File: config.mk
export PLATFORM = sky130hd
export DESIGN_NAME = flash_read_seq
export DESIGN_NICKNAME = d
export VERILOG_FILES = /design/src/rtl/flash_read_seq.sv
export SDC_FILE = /design/constraint.sdc
export NUM_CORES = 1
export LEC_CHECK = 0
export ABC_AREA = 1
export CELL_PAD_IN_SITES_DETAIL_PLACEMENT = 1
export CELL_PAD_IN_SITES_GLOBAL_PLACEMENT = 1
export CORE_UTILIZATION = 34
export DETAILED_ROUTE_END_ITERATION = 10
export PLACE_DENSITY = 0.84
export SYNTH_ARGS = -nofsm -noshare
export SYNTH_HDL_FRONTEND = slang
export SYNTH_SLANG_ARGS = --single-unit
File: constraint.sdc
create_clock -name CLK_50MHZ -period 2.03 [get_ports CLK_50MHZ]
set_input_delay 0.406 -clock CLK_50MHZ [delete_from_list [all_inputs] [get_ports CLK_50MHZ]]
set_output_delay 0.406 -clock CLK_50MHZ [all_outputs]
set_load 0.01 [all_outputs]
File: src/rtl/flash_read_seq.sv
// Parallel-flash burst read sequencer: SETUP / WAIT / RECOVER per byte, paced by a shared access-delay timer.
// Optional WAIT watchdog enabled by defining FLASH_RD_TIMEOUT_EN (sets sticky err and aborts the burst).
module flash_read_seq #(
   parameter int ADDR_W  = 24,
   parameter int TIMEOUT = 255
) (
   input  logic              CLK_50MHZ,
   input  logic              RST,
   input  logic              req,
   input  logic [ADDR_W-1:0] addr,
   input  logic [3:0]        len,
   output logic              busy,
   output logic              valid,
   output logic [7:0]        rd_data,
   output logic              done,
   output logic              err,
   output logic [ADDR_W-1:0] SF_A,
   input  logic [7:0]        SF_D,
   output logic              SF_CE0,
   output logic              SF_OE,
   output logic              SF_WE,
   output logic              tmr_start,
   input  logic              tmr_done
);

   typedef enum logic [1:0] {IDLE, SETUP, WAIT, RECOVER} state_t;

   state_t     state;
   logic [3:0] remaining;
   logic       abort;

   // Read-only sequencer: the write strobe is never asserted.
   assign SF_WE = 1'b1;

`ifdef FLASH_RD_TIMEOUT_EN
   localparam int TCNT_W = (TIMEOUT < 2) ? 1 : $clog2(TIMEOUT);
   logic [TCNT_W-1:0] tcnt;
`else
   assign abort = 1'b0;
   assign err   = 1'b0;
`endif

   // SF_A doubles as the burst address register, so it is stable through SETUP and WAIT by construction.
   always_ff @(posedge CLK_50MHZ or posedge RST) begin
      if (RST) begin
         state     <= IDLE;
         remaining <= 4'd0;
         busy      <= 1'b0;
         valid     <= 1'b0;
         done      <= 1'b0;
         rd_data   <= 8'd0;
         SF_A      <= '0;
         SF_CE0    <= 1'b1;
         SF_OE     <= 1'b1;
         tmr_start <= 1'b0;
`ifdef FLASH_RD_TIMEOUT_EN
         tcnt      <= '0;
         abort     <= 1'b0;
         err       <= 1'b0;
`endif
      end else begin
         valid <= 1'b0;
         done  <= 1'b0;
         case (state)
            IDLE: begin
               // A request overlapping the done pulse must still be present next cycle.
               if (req && !done) begin
                  SF_A      <= addr;
                  remaining <= len;
                  busy      <= 1'b1;
                  SF_CE0    <= 1'b0;
                  SF_OE     <= 1'b0;
                  state     <= SETUP;
               end
            end
            SETUP: begin
               tmr_start <= 1'b1;
`ifdef FLASH_RD_TIMEOUT_EN
               tcnt      <= '0;
`endif
               state     <= WAIT;
            end
            WAIT: begin
               if (tmr_done) begin
                  rd_data   <= SF_D;
                  valid     <= 1'b1;
                  tmr_start <= 1'b0;
                  SF_CE0    <= 1'b1;
                  SF_OE     <= 1'b1;
                  state     <= RECOVER;
               end
`ifdef FLASH_RD_TIMEOUT_EN
               else if (tcnt == TCNT_W'(TIMEOUT - 1)) begin
                  err       <= 1'b1;
                  abort     <= 1'b1;
                  tmr_start <= 1'b0;
                  SF_CE0    <= 1'b1;
                  SF_OE     <= 1'b1;
                  state     <= RECOVER;
               end else begin
                  tcnt <= tcnt + TCNT_W'(1);
               end
`endif
            end
            RECOVER: begin
               if (remaining != 4'd0 && !abort) begin
                  remaining <= remaining - 4'd1;
                  SF_A      <= SF_A + ADDR_W'(1);
                  SF_CE0    <= 1'b0;
                  SF_OE     <= 1'b0;
                  state     <= SETUP;
               end else begin
                  done  <= 1'b1;
                  busy  <= 1'b0;
`ifdef FLASH_RD_TIMEOUT_EN
                  abort <= 1'b0;
`endif
                  state <= IDLE;
               end
            end
            default: state <= IDLE;
         endcase
      end
   end

endmodule

# --- Yosys cells after proc, flatten, opt, wreduce, memory -nomap -nowiden ---
# Index checks and enable logic that the tools add are counted.
word_totals:
  romBits: 0
  inputBits: 40
  memories: 0
  regBits: 43
  elab_cells: 54
  mem_bits_rw: 0
  latchBits: 0
  out_inout_bits: 40
classes:
  div_mod_pow: 0
  shift: 0
  magnitude_cmp: 0
  n_eq_ne: 7
  n_addsub: 2
  n_mul: 0
  n_reduce_logical: 13
  bitwise: 0
  mux: 23
ops:
  columns: ["cell", "n"]
  rows:
  - ["$mux W24", 2]
  - ["$pmux W24 S2", 1]
  - ["$add A24 B1 Y24 const B", 1]
  - ["$mux W1", 11]
  - ["$mux W4", 2]
  - ["$ne A2 B2 Y1 const B", 4]
  - ["$pmux W2 S4", 1]
  - ["$pmux W4 S2", 1]
  - ["$reduce_and A2 Y1", 3]
  - ["$reduce_and A3 Y1", 2]
  - ["$eq A2 B2 Y1 const B", 2]
  - ["$mux W2", 2]
  - ["$pmux W1 S2", 2]
  - ["$reduce_and A4 Y1", 1]
  - ["$reduce_bool A2 Y1", 2]
  - ["$reduce_bool A4 Y1", 1]
  - ["$sub A4 B1 Y4 const B", 1]
  - ["$pmux W1 S3", 1]
  - ["$reduce_bool A3 Y1", 1]
  - ["$eq A2 B1 Y1 const B", 1]
  - ["$logic_not A2 Y1", 1]
  - ["$logic_and A1 B1 Y1", 1]
  - ["$logic_not A1 Y1", 1]

# --- Logic depth before layout (Yosys ltp) ---
# Gate-level depths: netlist (run 1).
depth:
  depth_word: 4
  mapped_depth: 11

# --- Worst setup path after synthesis (run 1) ---
# OpenSTA, ideal clock, no wires.
synth_timing:
  kind: "register to register"
  from: "register state[0]"
  to: "register SF_A[10]"
  arrival_time_ps: 1373
  path_stages_with_launch: 10
  setup_slack_ps: 537
  t_required_ps: 1909
  path_buffers: 2
  path_cell_list: "dfrtp_1 > ha_1 > buf_4 > nor2_1 > nor2_1 > nand2_2 > clkbuf_8 > nor2_1 > nand2_1 > o21ai_1"
synth_via:
  elab_chain_len: 3
synth_lines:
  columns: ["item", "line", "source"]
  rows:
  - ["start: declaration", "28", "state_t state;"]
  - ["start signal: assignment", "46", "state <= IDLE;"]
  - ["start signal: assignment", "73", "state <= SETUP;"]
  - ["start signal: assignment", "81", "state <= WAIT;"]
  - ["$eq A2 B2 Y1 or $logic_not A2 Y1 (tied branches)", "64", "case (state)"]
  - ["$ne A2 B2 Y1 (no source line) or $reduce_bool A2 Y1 (tied branches)", null, null]
  - ["$reduce_and A3 Y1 (no source line)", null, null]
  - ["end signal: assignment", "68", "SF_A <= addr;"]
  - ["end signal: assignment", "108", "SF_A <= SF_A + ADDR_W'(1);"]
  - ["end: declaration", "17", "output logic [ADDR_W-1:0] SF_A,"]
# Parallel ways exist; a longest one is shown, timed or not.
# A chain may end at the register's enable or synchronous reset.

# --- Worst setup path after layout (run 1) ---
layout_timing:
  from: "register state[0]"
  to: "register SF_A[4]"
# The elaborated chain is that of the path after synthesis.

==> results of run 1 <==
==> power by group <==
part / leakage (nW) / switching, mW / internal, mW
logic: 1.22 / 1.87 / 1.46
registers: 0.511 / 0.492 / 1.29
clock network: 0.0474 / 0.330 / 0.278
==> cell usage after synthesis (4+ instances only) <==
master    instances
nand2_1         124
nor2_1           55
dfrtp_1          42
inv_1            38
nand3_1          30
o21ai_0          21
a21oi_1          13
ha_1              7
nand2_2           7
nand4_1           6
buf_4             5
clkbuf_1          4
==> critical path: stages, from the launching register on <==
cell and delay [ns]:
dfrtp_1 0.43, ha_2 0.24, buf_4 0.26, inv_1 0.27, nor3_1 0.25, o21ai_0 0.11
o21a_1 0.11
==> metrics by stage <==
stage,util,hold WS [ns]
2_1_floorplan,-,0.498
3_3_place_gp,0.464,0.461
3_5_place_dp,0.464,0.470
4_1_cts,0.477,0.445
5_1_grt,0.478,0.452
6_report,0.478,0.440
==> cell families (layout without fill, tap and decap cells) <==
logic type,Yosys count,in the layout,synth area share
AOI/OAI and AO/OA,47,47,0.0929
xor gates and xnor gates,1,1,0.00316
buffers and inverters,54,129,0.0934
other,2,2,0.00271
and+or+nand+nor,239,239,0.388
DFF,43,43,0.388
adders and majority gates,7,7,0.0316
==> cell usage in the layout, fill, tap and decap left out, drive strengths merged <==
| master | netlist | final |
|---|---|---|
| a21oi | 13 | 13 |
| a31oi | 3 | 3 |
| buf | 9 | 5 |
| clkbuf | 6 | 6 |
| clkdlybuf4s50 | 0 | 77 |
| clkinv | 1 | 3 |
| clkinvlp | 0 | 1 |
| conb | 2 | 2 |
| dfrtp | 42 | 42 |
| dfstp | 1 | 1 |
| ha | 7 | 7 |
| inv | 38 | 37 |
| nand2 | 132 | 132 |
| nand3 | 32 | 32 |
| nand3b | 3 | 3 |
| nand4 | 6 | 6 |
| nor2 | 62 | 62 |
| nor3 | 1 | 1 |
| o211ai | 2 | 2 |
| o21a | 1 | 1 |
| o21ai | 24 | 24 |
| o21bai | 2 | 2 |
| o22ai | 2 | 2 |
| or2 | 3 | 3 |
| xor2 | 1 | 1 |
==> layer usage <==
layer	share of wire	routed length (um)
met1	0.44	3390
met4	0.010	81
met5	0	0
met3	0.059	455
met2	0.49	3830
==> final cells by class <==
type                            count  share of cell area
Inverter                           39              0.0392
Multi-Input combinational cell    296               0.388
Timing Repair Buffer               82               0.223
Clock inverter                      2             0.00436
Tap cell                          102              0.0342
Clock buffer                        6              0.0221
Sequential cell                    43               0.289
==> registers in the layout, indices dropped and copies added (netlist names) <==
| signal | cells |
|---|---|
| SF_A | 24 |
| state | 2 |
| tmr_start | 1 |
| busy | 1 |
| rd_data | 8 |
| remaining | 4 |
| done | 1 |
| valid | 1 |
| SF_OE | 1 |
==> worst max-delay path by stage <==
stage               endpoint  slack, ns
global route        SF_A[12]       0.06
CTS                 SF_A[14]       0.11
global placement    SF_A[13]       0.11
floorplan           SF_A[10]       0.54
detailed placement   SF_A[4]       0.03
finish               SF_A[4]       0.24
==> summary.txt, run 1 <==
Finish
  – Proportion of layout cells with a drive suffix above 1: 0.0791
  – Inserted Diodes: 0
  – Register area: 1080 um^2
  – Number of fill cells in the layout: 988
  – Final Cell Area: 3730 um^2
  – Area grow syn2layout: 34.5%
  – Final nets: between 500 and 600
  – Footprint of the multi-input gates: 1450 um^2
  – Finished Layout Cells: 570

Timing
  – Tcrit/Tclk final: 0.882
  – Setup Skew: 0.00846 ns
  – Max-slew violation count: 0
  – Unrepaired setup endpoints after global routing: false
  – Post-route setup slack: 0.239 ns
  – Final hold violations: 0
  – Setup TNS: 0 ns
  – Final setup violation count: 0
  – Final min period: 1.79 ns
  – Top achievable clock speed: 558 MHz

Placement
  – Post-detail-place hpwl: 5620 um
  – Placed Instances: 562
  – IO Port Bufs: 77
  – Post-DP Area: 3620 um^2
  – Gpl congestion: 0.805
  – Dpl ws: 0.0262 ns

Global route
  – Met2 usage: 0.329
  – First-pass GRT wire length: 13,000 um
  – Total GRT Usage: 0.190
  – Number of global-route vias before repair: 2,790
  – Total congestion overflow: 0
  – Largest net degree at the start of global routing: 44
  – GR Util met1: 0.233
  – GR peak layer: met2
  – GRT met3 Usage: 0.0452
  – Initial antenna violation count: 0

Logic synthesis
  – Post-synth EDFFs: 0
  – Area contributors post-synth: dfrtp_1 38%, nand2_1 17%, nor2_1 7.4%, nand3_1 5.4%, inv_1 5.1%
  – Fraction of registers with async set/reset: 1.00
  – Syn nets: between 400 and 500
  – Post-synthesis cell count: 393
  – YS warnings: 0
  – FF+latch count, synth: 43
  – Top FF cell, synth: dfrtp_1
  – Post-synthesis sequential area ratio: 0.388
  – Synthesized area: 2770 um^2
  – Yosys top cell by area: dfrtp_1
  – Syn_area_per_cell: slightly above 7 um^2
  – Share of the synthesized area in the top cell type: 0.379
  – Cell variety after synth: 34

Clocking
  – Post-CTS Setup Bufs: 0
  – CTS H-Tree Depth: 2
  – CTS tree: built
  – Num Clock Sinks: 43
  – Resized Gates After CTS: 0
  – Num CTS Buffers: 5
  – Hold-fix buffers, CTS: 0
  – Clk_lat worst skew: 0.31 ns
  – Clk slew on worst S/H paths: 0.09 ns
  – CTS max path bufs: 2
  – Clock root buffer: clkbuf_8

Critical path
  – Setup CP Type: reg2reg
  – CP Data Arrival Time: 1.99 ns
  – Worst R2R End: SF_A[4]
  – CP Capture Type: flop
  – Worst Setup SP: state[0]
  – CP Max Fanout: 24
  – Startpoint Class: flop
  – Depth of the most critical reg-to-reg path: 6
  – CP required: between 2 and 2.5 ns
  – Reg-to-reg critical path startpoint: state[0]
  – Reg2Reg Setup Slack: 0.24 ns

Power
  – Max VDD drop: about 670 uV
  – Leakage power: 1.78 nW
  – PD cells: 1530 nW/um^2
  – Power Total: 5.73 mW

Job
  – Max-cap violations: 0

Route
  – Routed via count: 2,784
  – DRC: 0
  – 1st-iter DRT viols: approximately 120
  – WL final: just under 8000 um
  – Drt pass-1 iters: 4
  – Drt via density: 4.88
  – Post-route ant nets: 0
  – Routed len/inst: 13.6 um

Floorplanning
  – Core footprint: 7810 um^2
  – Starting density of the core: 0.355
  – Die ar.: 8520 um^2
  – Cell Rows: 32
  – Chip Width: 92.3 um
  – Die Ht: 92.3 um
  – Ports: 80

Status
  – Status: completed

Hold path
  – Worst min path class: in2async
(Power assumes the default switching activity.)
==> inputs of run 2 (changes only) <==
Settings changed: CTS_CLUSTER_SIZE set to 30, RECOVER_POWER set to 100.
==> summary.txt, run 2 (synthesis results as in run 1) <==
Status
  – Status: completed

Global route
  – Number of global-route vias before repair: 2,790 (unchanged)
  – Largest net degree at the start of global routing: 44 (unchanged)
  – Initial antenna violation count: 0 (unchanged)
  – Total congestion overflow: 0 (unchanged)
  – First-pass GRT wire length: 13,000 um (unchanged)
  – Total GRT Usage: 0.190 (unchanged)

Timing
  – Final hold violations: 0 (unchanged)
  – Unrepaired setup endpoints after global routing: false
  – Final min period: 1.85 ns (+0.0621 ns)
  – Least-Margin Pin Slew: 1.14 ns
  – Tcrit/Tclk final: 0.913 (+0.0306)
  – Top achievable clock speed: 540 MHz (-3.3%)
  – Hold slack: 0.483 ns (+0.0427 ns)
  – Max-slew violation count: 0 (unchanged)
  – Setup Skew: 0.00872 ns (+0.000260 ns)
  – Slew margin rel.: 0.241
  – Setup TNS: 0 ns (unchanged)
  – Final setup violation count: 0 (unchanged)

Route
  – Post-route ant nets: 0 (unchanged)
  – Drt pass-1 iters: 4 (unchanged)
  – Routed via count: 2,780 (-0.14%)
  – Drt via density: 4.88 (-0.14%)
  – DRC: 0 (unchanged)
  – 1st-iter DRT viols: 114 (-1.7%)
  – Routed len/inst: 13.5 um (-0.49%)
  – WL final: 7720 um (-0.49%)

Clocking
  – Clk slew on worst S/H paths: 0.09 ns (about the same)
  – Clock root buffer: clkbuf_8
  – Hold-fix buffers, CTS: 0 (unchanged)
  – Num Clock Sinks: 43 (unchanged)
  – Clk_lat worst skew: 0.31 ns (about the same)
  – Post-CTS Setup Bufs: 0 (unchanged)
  – Num CTS Buffers: 5 (unchanged)
  – CTS tree: built
  – CTS max path bufs: 2 (unchanged)
  – CTS H-Tree Depth: 2 (unchanged)

Power
  – PD cells: 1500 nW/um^2 (-2.4%)
  – Switching portion of total power: 0.480 (+0.00927)
  – Net switching power: 2.67 mW (-0.98%)
  – Internal: 2.89 mW (-4.6%)
  – Power Total: 5.56 mW (-2.9%)
  – Clock power share: 0.109 (+0.003)
  – Max VDD drop: 651 uV (-3.4%)
  – Leakage power: 1.80 nW (+1.3%)
  – Logic pwr share: 0.573 (-0.010)
  – Sequential Power Share: 0.317 (+0.006)

Critical path
  – Setup CP Type: reg2out
  – CP Capture Type: output pin
  – Buffers plus inverters on the worst setup path: 1 (-1)
  – CP required: 1.62 ns (-0.61 ns)
  – Startpoint Class: flop
  – Critical-path top delay cell: dlygate4sd3_1
  – Top Family by Delay on Critical Path: buffers and inverters
  – CP Max Fanout: 3 (-88%)
  – Critical path cell sequence: dlygate4sd3_1
  – Max incr delay on CP: 0.60 ns (+0.17 ns)
  – CP Data Arrival Time: 1.45 ns (-0.54 ns)

Floorplanning
  – Cell Rows: 32 (unchanged)
  – Chip Width: 92.3 um (unchanged)
  – Core footprint: 7810 um^2 (unchanged)
  – Die Ht: 92.3 um (unchanged)
  – Ports: 80 (unchanged)
  – Die ar.: 8520 um^2 (unchanged)
  – Starting density of the core: 0.355 (unchanged)

Hold path
  – Worst min path class: reg2reg

Finish
  – Max reg flops: 24 (unchanged)
  – Commonest non-fill, non-tap cell in the layout: nand2_1
  – Final Cell Area: 3710 um^2 (-0.47%)
  – Biggest regs: SF_A: 24 flops, rd_data: 8 flops, remaining: 4 flops
  – Top reg by flops: SF_A
  – Finished Layout Cells: 570 (unchanged)
  – Most frequent cells in the layout: 124 x nand2_1, 55 x nor2_1, 42 x dfrtp_1, 39 x dlygate4sd3_1, 38 x clkdlybuf4s50_1
  – Final nets: 514 (unchanged)
  – Inserted Diodes: 0 (unchanged)
  – Proportion of layout cells with a drive suffix above 1: 0.0769 (-0.00214)
  – Area grow syn2layout: 33.9%

Job
  – Max-cap violations: 0 (unchanged)

Placement
  – Placed Instances: 562 (unchanged)
  – Gpl congestion: 0.805 (unchanged)
  – IO Port Bufs: 77 (unchanged)
  – Post-DP Area: 3620 um^2 (unchanged)
  – Post-detail-place hpwl: 5620 um (unchanged)
run 2: cell count changes in the layout (fill, tap and decap cells not counted), sizes merged:
cell / before / now
buf: 5 / 4
clkbuf: 6 / 7
clkdlybuf4s50: 77 / 38
dlygate4sd3: 0 / 39
run 2: tightest hold or removal path, stage by stage (launching register included):
cell,delay [ns]
dfrtp_1,0.35
nand2_1,0.05
nand2_1,0.06
run 2: power groups by stage:
| stage | combinational, mW | sequential [mW] | clock (mW) |
|---|---|---|---|
| 5_1_grt | 3.62 | 1.83 | 0.650 |
| 6_report | 3.19 | 1.76 | 0.609 |
| 4_1_cts | 3.37 | 1.78 | 0.638 |
| 3_5_place_dp | 3.35 | 1.79 | 0 |
| 2_1_floorplan | 2.01 | 1.83 | 0 |
| 3_3_place_gp | 3.21 | 1.78 | 0 |
run 2: path summary, 6_finish.rpt:
path                       cells after the start  slack, ns    endpoint       start
min reg2reg                                    2       0.48  rd_data[3]  rd_data[3]
max                                            1       0.18       SF_OE       SF_OE
max in group asynchronous                      3       0.44     SF_A[4]         RST
min                                            2       0.48  rd_data[3]  rd_data[3]
min in group asynchronous                      3       0.91  rd_data[1]         RST
max reg2reg                                    6       0.24     SF_A[4]    state[0]
run 2: cell type report:
class / instances / area [um^2]
clock inverter: 2 / 16.3
multi-input combinational: 296 / 1450
tap: 102 / 128
sequential: 43 / 1080
timing repair buffer: 82 / 818
fill: 990 / 4090
clock buffer: 6 / 82.6
inverter: 39 / 146
run 2: stage by stage:
stage	util	worst slack, ns
after detailed placement	0.464	0.0262
after global routing	0.476	0.0629
after CTS	0.477	0.113
after global placement	0.464	0.115
final	0.476	0.177
after floorplan	-	0.537
run 2: metal layers:
layer  GRT usage  vias up  part of all wire
li1            -     1384                 -
met1       0.233     1328              0.44
met2       0.329       61              0.49
met3      0.0452        7             0.061
met4      0.0560        0             0.010
met5           0        -                 0
run 2: timing repair:
item / CTS / global route
resized for setup: 0 / 2
hold endpoints to repair: 0 / 0
endpoints found under the setup margin: 0 / 11
